$ cat config.mk
export PLATFORM = sky130hd
export DESIGN_NAME = countdown_timer
export DESIGN_NICKNAME = d
export VERILOG_FILES = /design/src/rtl/countdown_timer.sv
export SDC_FILE = /design/constraint.sdc
export NUM_CORES = 1
export LEC_CHECK = 0
export ABC_AREA = 1
export CAP_MARGIN = 5
export CELL_PAD_IN_SITES_DETAIL_PLACEMENT = 0
export CELL_PAD_IN_SITES_GLOBAL_PLACEMENT = 1
export CORE_MARGIN = 2
export CORE_UTILIZATION = 33
export CTS_BUF_LIST = sky130_fd_sc_hd__clkbuf_8 sky130_fd_sc_hd__clkbuf_16
export DETAILED_ROUTE_END_ITERATION = 8
export PLACE_DENSITY = 0.86
export RECOVER_POWER = 50
export SYNTH_ARGS = -nofsm -noshare
export SYNTH_HDL_FRONTEND = slang
export SYNTH_SLANG_ARGS = --single-unit
$ cat constraint.sdc
create_clock -name clk_i -period 1.6 [get_ports clk_i]
set_input_delay 0.16 -clock clk_i [delete_from_list [all_inputs] [get_ports clk_i]]
set_output_delay 0.16 -clock clk_i [all_outputs]
set_load 0.01 [all_outputs]
$ cat src/rtl/countdown_timer.sv
// Loadable saturating down-counter with pause, synchronous clear and optional
// auto-reload. Emits a one-cycle done pulse in the cycle the count first reads 0.
//
// state  | meaning
// -------+------------------------------------------------------------
// S_IDLE | stopped; accepts load and start
// S_RUN  | decrementing once per clock
// S_HOLD | paused, count frozen, still busy
// S_DONE | single expiry cycle with done high; reload or return to idle
module countdown_timer #(
   parameter int MOD         = 100,
   parameter int BITS        = $clog2(MOD),
   parameter bit AUTO_RELOAD = 1'b0
) (
   input  logic            clk_i,
   input  logic            rst_ni,
   input  logic            clear_i,
   input  logic            load_i,
   input  logic [BITS-1:0] load_val_i,
   input  logic            start_i,
   input  logic            pause_i,
   output logic [BITS-1:0] count_out_o,
   output logic            busy_o,
   output logic            done_o
);

   localparam logic [BITS-1:0] MAX_VAL = BITS'(MOD - 1);

   typedef enum logic [1:0] {S_IDLE, S_RUN, S_HOLD, S_DONE} state_t;

   state_t          state_q, state_d;
   logic [BITS-1:0] count_q, count_d;
   logic [BITS-1:0] reload_q, reload_d;
   logic            busy_q, busy_d;
   logic            done_q, done_d;
   logic [BITS-1:0] load_clamp;

   assign load_clamp = (load_val_i > MAX_VAL) ? MAX_VAL : load_val_i;

   always_comb begin
      state_d  = state_q;
      count_d  = count_q;
      reload_d = reload_q;
      if (clear_i) begin
         state_d = S_IDLE;
         count_d = '0;
      end else begin
         unique case (state_q)
            S_IDLE: begin
               if (load_i) begin
                  count_d  = load_clamp;
                  reload_d = load_clamp;
               end
               if (start_i) begin
                  state_d = (count_d != '0) ? S_RUN : S_DONE;
               end
            end
            // Leaving HOLD counts on the same edge, so each held cycle costs one cycle.
            S_RUN, S_HOLD: begin
               if (pause_i) begin
                  state_d = S_HOLD;
               end else if (count_q <= BITS'(1)) begin
                  count_d = '0;
                  state_d = S_DONE;
               end else begin
                  count_d = count_q - BITS'(1);
                  state_d = S_RUN;
               end
            end
            S_DONE: begin
               if (load_i) begin
                  count_d  = load_clamp;
                  reload_d = load_clamp;
               end
               if (AUTO_RELOAD && (reload_d != '0)) begin
                  count_d = reload_d;
                  state_d = S_RUN;
               end else begin
                  state_d = S_IDLE;
               end
            end
            default: begin
               state_d = S_IDLE;
               count_d = '0;
            end
         endcase
      end
      busy_d = (state_d == S_RUN) || (state_d == S_HOLD);
      done_d = (state_d == S_DONE);
   end

   always_ff @(posedge clk_i or negedge rst_ni) begin
      if (!rst_ni) begin
         state_q  <= S_IDLE;
         count_q  <= '0;
         reload_q <= '0;
         busy_q   <= 1'b0;
         done_q   <= 1'b0;
      end else begin
         state_q  <= state_d;
         count_q  <= count_d;
         reload_q <= reload_d;
         busy_q   <= busy_d;
         done_q   <= done_d;
      end
   end

   assign count_out_o = count_q;
   assign busy_o      = busy_q;
   assign done_o      = done_q;

endmodule
== Word level (Yosys, flattened, before mapping) ==
Cells that the tools add are included.

* Flip-flop bits (word level): 11
* Word-level logic and storage cells: 32
* Input bits: 13
* Output and inout bits: 9

* Eq/ne operators: 7
* Order comparisons: 2
* Add/subtract/negate cells: 1
* Reduce and logical (&&, ||, !) cells: 4
* Muxes and demuxes: 14

{| class="wikitable"
|+ Operators by type and width
! operator !! count
|-
| 7-bit two-way mux || 7
|-
| 7-bit one-hot mux with 3 select lines || 1
|-
| 2-bit two-way mux || 5
|-
| 2-bit equality test (second input constant) || 4
|-
| 7-bit > comparator (second input constant) || 1
|-
| 7-bit by 1-bit <= comparator with 1-bit output (second input constant) || 1
|-
| 7-bit nonzero test || 1
|-
| 7-bit by 1-bit subtractor with 7-bit output (second input constant) || 1
|-
| 2-bit one-hot mux with 3 select lines || 1
|-
| 2-bit by 1-bit equality test with 1-bit output (second input constant) || 2
|-
| 3-bit != test (second input constant) || 1
|-
| 2-bit zero test || 1
|-
| 2-bit OR reduction || 1
|-
| 1-bit logical OR || 1
|}

== Logic depth before layout (Yosys ltp) ==
* Depth after elaboration: 12
* Gate-level depth with buffers: 11

== Least setup slack after synthesis ==
Ideal clock, no wire load.

* Path kind: reg2reg
* Start: register count_q[1] (netlist: count_out_o[1])
* End: register busy_q (netlist: busy_o)
* Path buffers: 0
* Data arrival time: 1384 ps
* Stages on the path, launching flop included: 10
* Data required time: 1474 ps
* Clock period less this slack: 1510 ps
* Setup time: 126 ps
* Setup slack: 90 ps
* Path through: dfrtp_1 -> inv_2 -> ha_1 -> a21oi_2 -> nor2_4 -> nor2_2 -> o21ai_2 -> inv_1 -> nor2_1 -> ha_1

* Longest elaborated chain between the ends: 10
* Elaborated cells between the ends (all ways): 14

{| class="wikitable"
|+ Ends and longest elaborated chain
! element !! line !! text
|-
| from (decl) || 32 || <nowiki>logic [BITS-1:0] count_q, count_d;</nowiki>
|-
| from (signal assigned) || 101 || <nowiki>count_q <= count_d;</nowiki>
|-
| 7-bit two-way mux || 50 || <nowiki>if (load_i) begin</nowiki>
|-
| 7-bit two-way mux || 48 || <nowiki>unique case (state_q)</nowiki>
|-
| 7-bit two-way mux || 44 || <nowiki>if (clear_i) begin</nowiki>
|-
| 7-bit nonzero test || 55 || <nowiki>state_d = (count_d != '0) ? S_RUN : S_DONE;</nowiki>
|-
| 2-bit two-way mux || 55 ||
|-
| 2-bit two-way mux || 54 || <nowiki>if (start_i) begin</nowiki>
|-
| 2-bit one-hot mux with 3 select lines * || 48 ||
|-
| 2-bit two-way mux * || 44 ||
|-
| net state_d[1] || 31 || <nowiki>state_t state_q, state_d;</nowiki>
|-
| 2-bit by 1-bit equality test with 1-bit output or 2-bit equality test (tied branches) || 88 || <nowiki>busy_d = (state_d == S_RUN) || (state_d == S_HOLD);</nowiki>
|-
| 1-bit logical OR * || 88 ||
|-
| net busy_d || 34 || <nowiki>logic busy_q, busy_d;</nowiki>
|-
| to (signal assigned) || 103 || <nowiki>busy_q <= busy_d;</nowiki>
|-
| to (decl) || 34 ||
|}

The timed path passes the listed nets; every way through them passes the cells marked *. The select of a mux whose other input is x is not followed.
A chain may end at the register's enable or synchronous reset.

== Worst setup path after layout ==
* Start: register count_q[4] (netlist: count_out_o[4])
* End: output count_out_o[4]

{| class="wikitable"
|+ RTL lines
! element !! line !! text
|-
| to (decl) || 22 || <nowiki>output logic [BITS-1:0] count_out_o,</nowiki>
|}

No word-level cell between the ends.

==> results.sh <==
export IMPL_status="complete, no violations"
export IMPL_htreeDepth=1
export IMPL_worst_setup_path_startpoint="count_out_o[4]$_DFFE_PN0P_"
export IMPL_fin_worst_skew_ns=0.00164
export IMPL_buffer_ports_inserted=21
export IMPL_drv_slew=0
export IMPL_power_frac_clock=0.105
export IMPL_route_detailed_vias_per_inst=4.48
export IMPL_r2r_cells=8
export IMPL_n_antenna_cell=0
export IMPL_place_worst_setup_slack_ns=-0.269
export IMPL_antenna_found_initial=0
export IMPL_worst_pin_slew_ns=0.512
export IMPL_worstReg2RegEnd="busy_o$_DFF_PN0_"
export IMPL_r2r_setup_slack_ns=0.10
export IMPL_clkLatencyLatePin_ns=0.23
export IMPL_floorplan_rows=18
export IMPL_remaining_drc_errors=0
export IMPL_yosys_warnings=0
export IMPL_layout_filler_cells=258
export IMPL_critical_path_max_stage_delay_ns=0.53
export IMPL_syn2layout_area_growth_pct=46.5
export IMPL_floorplan_initialDensity=0.351
export IMPL_grt_start_max_net_pins=12
export IMPL_critical_path_slowest_cell="sky130_fd_sc_hd__clkdlybuf4s50_1"
export IMPL_core_mm2=0.00248
export IMPL_postSynthAreaPerCell_um2=6.59
export IMPL_via_count=896
export IMPL_floorplan_die_width_um=55.3
export IMPL_netlist_area_um2=870
export IMPL_maxCapViolCount=0
export IMPL_intPower_mw=1.42
export IMPL_tritoncts_num_sinks=11
export IMPL_critical_path_buf_inv_count=2
export IMPL_clk_pin_slew_worst_paths_ns=0.05
export IMPL_crit_path_max_fanout=4
export IMPL_drt_wirelength_per_cell_um=11.0
export IMPL_synth_seq_area_share=0.317
export IMPL_rel_slew_slack=0.658
export IMPL_antenna_violating_nets_post_route=0
export IMPL_floorplan_die_area_mm2=0.00306
export IMPL_unrepaired_setup_endpoints_after_global_routing="no"
export IMPL_drt_iter0_markers=14
export IMPL_grt_util_all_layers=0.158
export IMPL_cts_buffers_inserted=3
export IMPL_layoutNonFillerInstCount=200
export IMPL_synth_lib_cells_used_distinct=19
export IMPL_final_hold_worst_slack_ns=0.335
export IMPL_cts_tree="yes"
export IMPL_post_route_cells_drive_above_1_share=0.206
export IMPL_path_cells="buf_4 -> clkdlybuf4s50_1"
export IMPL_mostFrequentLayoutCell="sky130_fd_sc_hd__nand2_1"
export IMPL_power_density_mw_per_mm2=2020
export IMPL_pwr_share_seq=0.203
export IMPL_setup_worst_path_end_class="output pin"
export IMPL_final_period_minus_worst_setup_slack_ns=1.52
export IMPL_yosys_register_bits=11
export IMPL_critPathKind="register to output pin"
export IMPL_timing_critical_path_arrival_ns=1.36
export IMPL_timing_hold_violations_final=0
export IMPL_netlist_instances=132
export IMPL_power_total_mw=2.57
export IMPL_peakVddDrop_mv=1.25
export IMPL_grt_pass1_vias=868
export IMPL_number_of_optimization_iterations_in_the_first_detailed_route_pass=4
export IMPL_grt_pass1_wl_um=3990
export IMPL_power_share_switching=0.450
export IMPL_setup_viol=0
export IMPL_wl_um=2200
export IMPL_postLayoutSetupSlackWorst_ns=0.0778
export IMPL_max_clock_freq_ghz=0.657
export IMPL_reg2reg_from="count_out_o[3]$_DFFE_PN0P_"
export IMPL_final_core_utilization=0.514
export IMPL_leakage_nw=0.669
export IMPL_cts_hold_fix_buffers=0
export IMPL_timing_critical_path_max_delay_family="buffers and inverters"
export IMPL_grt_remaining_overflow=0
export IMPL_hp_class="input port to asynchronous set/reset pin"
export IMPL_critPathLaunchType="register"
export IMPL_clock_tree_root="sky130_fd_sc_hd__clkbuf_8"
export IMPL_p_sw_mw=1.16
export IMPL_globalplace_congestion=0.798
export IMPL_top_level_ports=22
export IMPL_worst_path_required_ns=1.44
export IMPL_most_common_layout_cells="59 x sky130_fd_sc_hd__nand2_1, 17 x sky130_fd_sc_hd__clkdlybuf4s50_1, 14 x sky130_fd_sc_hd__nor2_1, 14 x sky130_fd_sc_hd__buf_4, 11 x sky130_fd_sc_hd__inv_1"
export IMPL_placedCellCount=195
export IMPL_period_utilisation_layout=0.951
export IMPL_final_nets=188
export IMPL_max_clock_path_buffers=2
export IMPL_detailedPlacementHpwl_um=1730
export IMPL_die_h_um=55.3
export IMPL_comb_power_share=0.691
export IMPL_syn_num_nets=149
[logic make-up after synthesis]
group                      Yosys count  share of synthesized area
buffers and inverters               15                     0.0734
xor gates and xnor gates             5                     0.0504
and+or+nand+nor                     89                      0.445
AOI/OAI and AO/OA                    8                     0.0576
DFF                                 11                      0.317
adders and majority gates            4                     0.0576
[how the worst max path moves through the flow]
stage | end | slack [ns] | cells past startpoint
2_1_floorplan | busy_o$_DFF_PN0_ | 0.09 | 9
3_3_place_gp | busy_o$_DFF_PN0_ | -0.19 | 10
3_5_place_dp | busy_o$_DFF_PN0_ | -0.27 | 10
4_1_cts | busy_o$_DFF_PN0_ | 0.008 | 7
5_1_grt | count_out_o[3]$_DFFE_PN0P_ | 0.01 | 10
6_report | count_out_o[4] | 0.08 | 2
[cell type report]
cell class                      count  area, um^2  area share
Timing Repair Buffer               35         314       0.247
Tap cell                           30        37.5      0.0295
Clock buffer                        3        41.3      0.0324
Multi-Input combinational cell    106         548       0.430
Clock inverter                      1        3.75     0.00295
Sequential cell                    11         277       0.217
Inverter                           14        52.6      0.0413
[synth_stat cells]
master	number	share of area
sky130_fd_sc_hd__nor2_2	3	0.022
sky130_fd_sc_hd__xnor2_1	2	0.020
sky130_fd_sc_hd__inv_1	11	0.047
sky130_fd_sc_hd__nand3_2	1	0.012
sky130_fd_sc_hd__nor2_4	4	0.052
sky130_fd_sc_hd__nand3_1	6	0.035
sky130_fd_sc_hd__o21ai_2	1	0.010
sky130_fd_sc_hd__inv_2	3	0.013
sky130_fd_sc_hd__o21ai_1	2	0.012
sky130_fd_sc_hd__ha_1	4	0.058
sky130_fd_sc_hd__o21ai_0	3	0.017
sky130_fd_sc_hd__a21oi_2	1	0.010
sky130_fd_sc_hd__buf_6	1	0.013
sky130_fd_sc_hd__nand2_1	59	0.25
sky130_fd_sc_hd__a22oi_1	1	0.0086
sky130_fd_sc_hd__nor3_1	1	0.0057
sky130_fd_sc_hd__nor2_1	15	0.065
sky130_fd_sc_hd__dfrtp_1	11	0.32
sky130_fd_sc_hd__xor2_1	3	0.030
[stage by stage]
step                area, um^2  setup TNS, ns
floorplan                  870              0
global placement          1200         -0.301
detailed placement        1200         -0.492
CTS                       1250              0
global route              1270              0
finish                    1270              0
[state kept, by name, indices dropped and copies added, names as in the netlist]
| name | flops |
|---|---|
| busy_o | 1 |
| state_q | 2 |
| done_o | 1 |
| count_out_o | 7 |
[repair_timing]
item | CTS | global route
endpoints found under the setup margin | 1 | 4
pin swaps | 0 | 4
endpoints found under the hold margin | 0 | 0
setup buffers | 0 | 1
gates resized for setup | 1 | 7
[power groups by stage]
stage               registers, mW  clock network (mW)  logic (mW)
detailed placement          0.520                   0        1.68
floorplan                   0.573                   0        1.05
global route                0.542               0.301        2.00
global placement            0.522                   0        1.65
finish                      0.523               0.271        1.78
CTS                         0.520               0.281        1.69
[metal layers]
layer / up-vias / part of all wire / GRT usage
met4: 0 / 0.0064 / 0.0418
met2: 16 / 0.43 / 0.224
met3: 2 / 0.040 / 0.0422
met1: 396 / 0.53 / 0.235
met5: - / 0 / 0
li1: 482 / - / -
(Power assumes the default switching activity.)
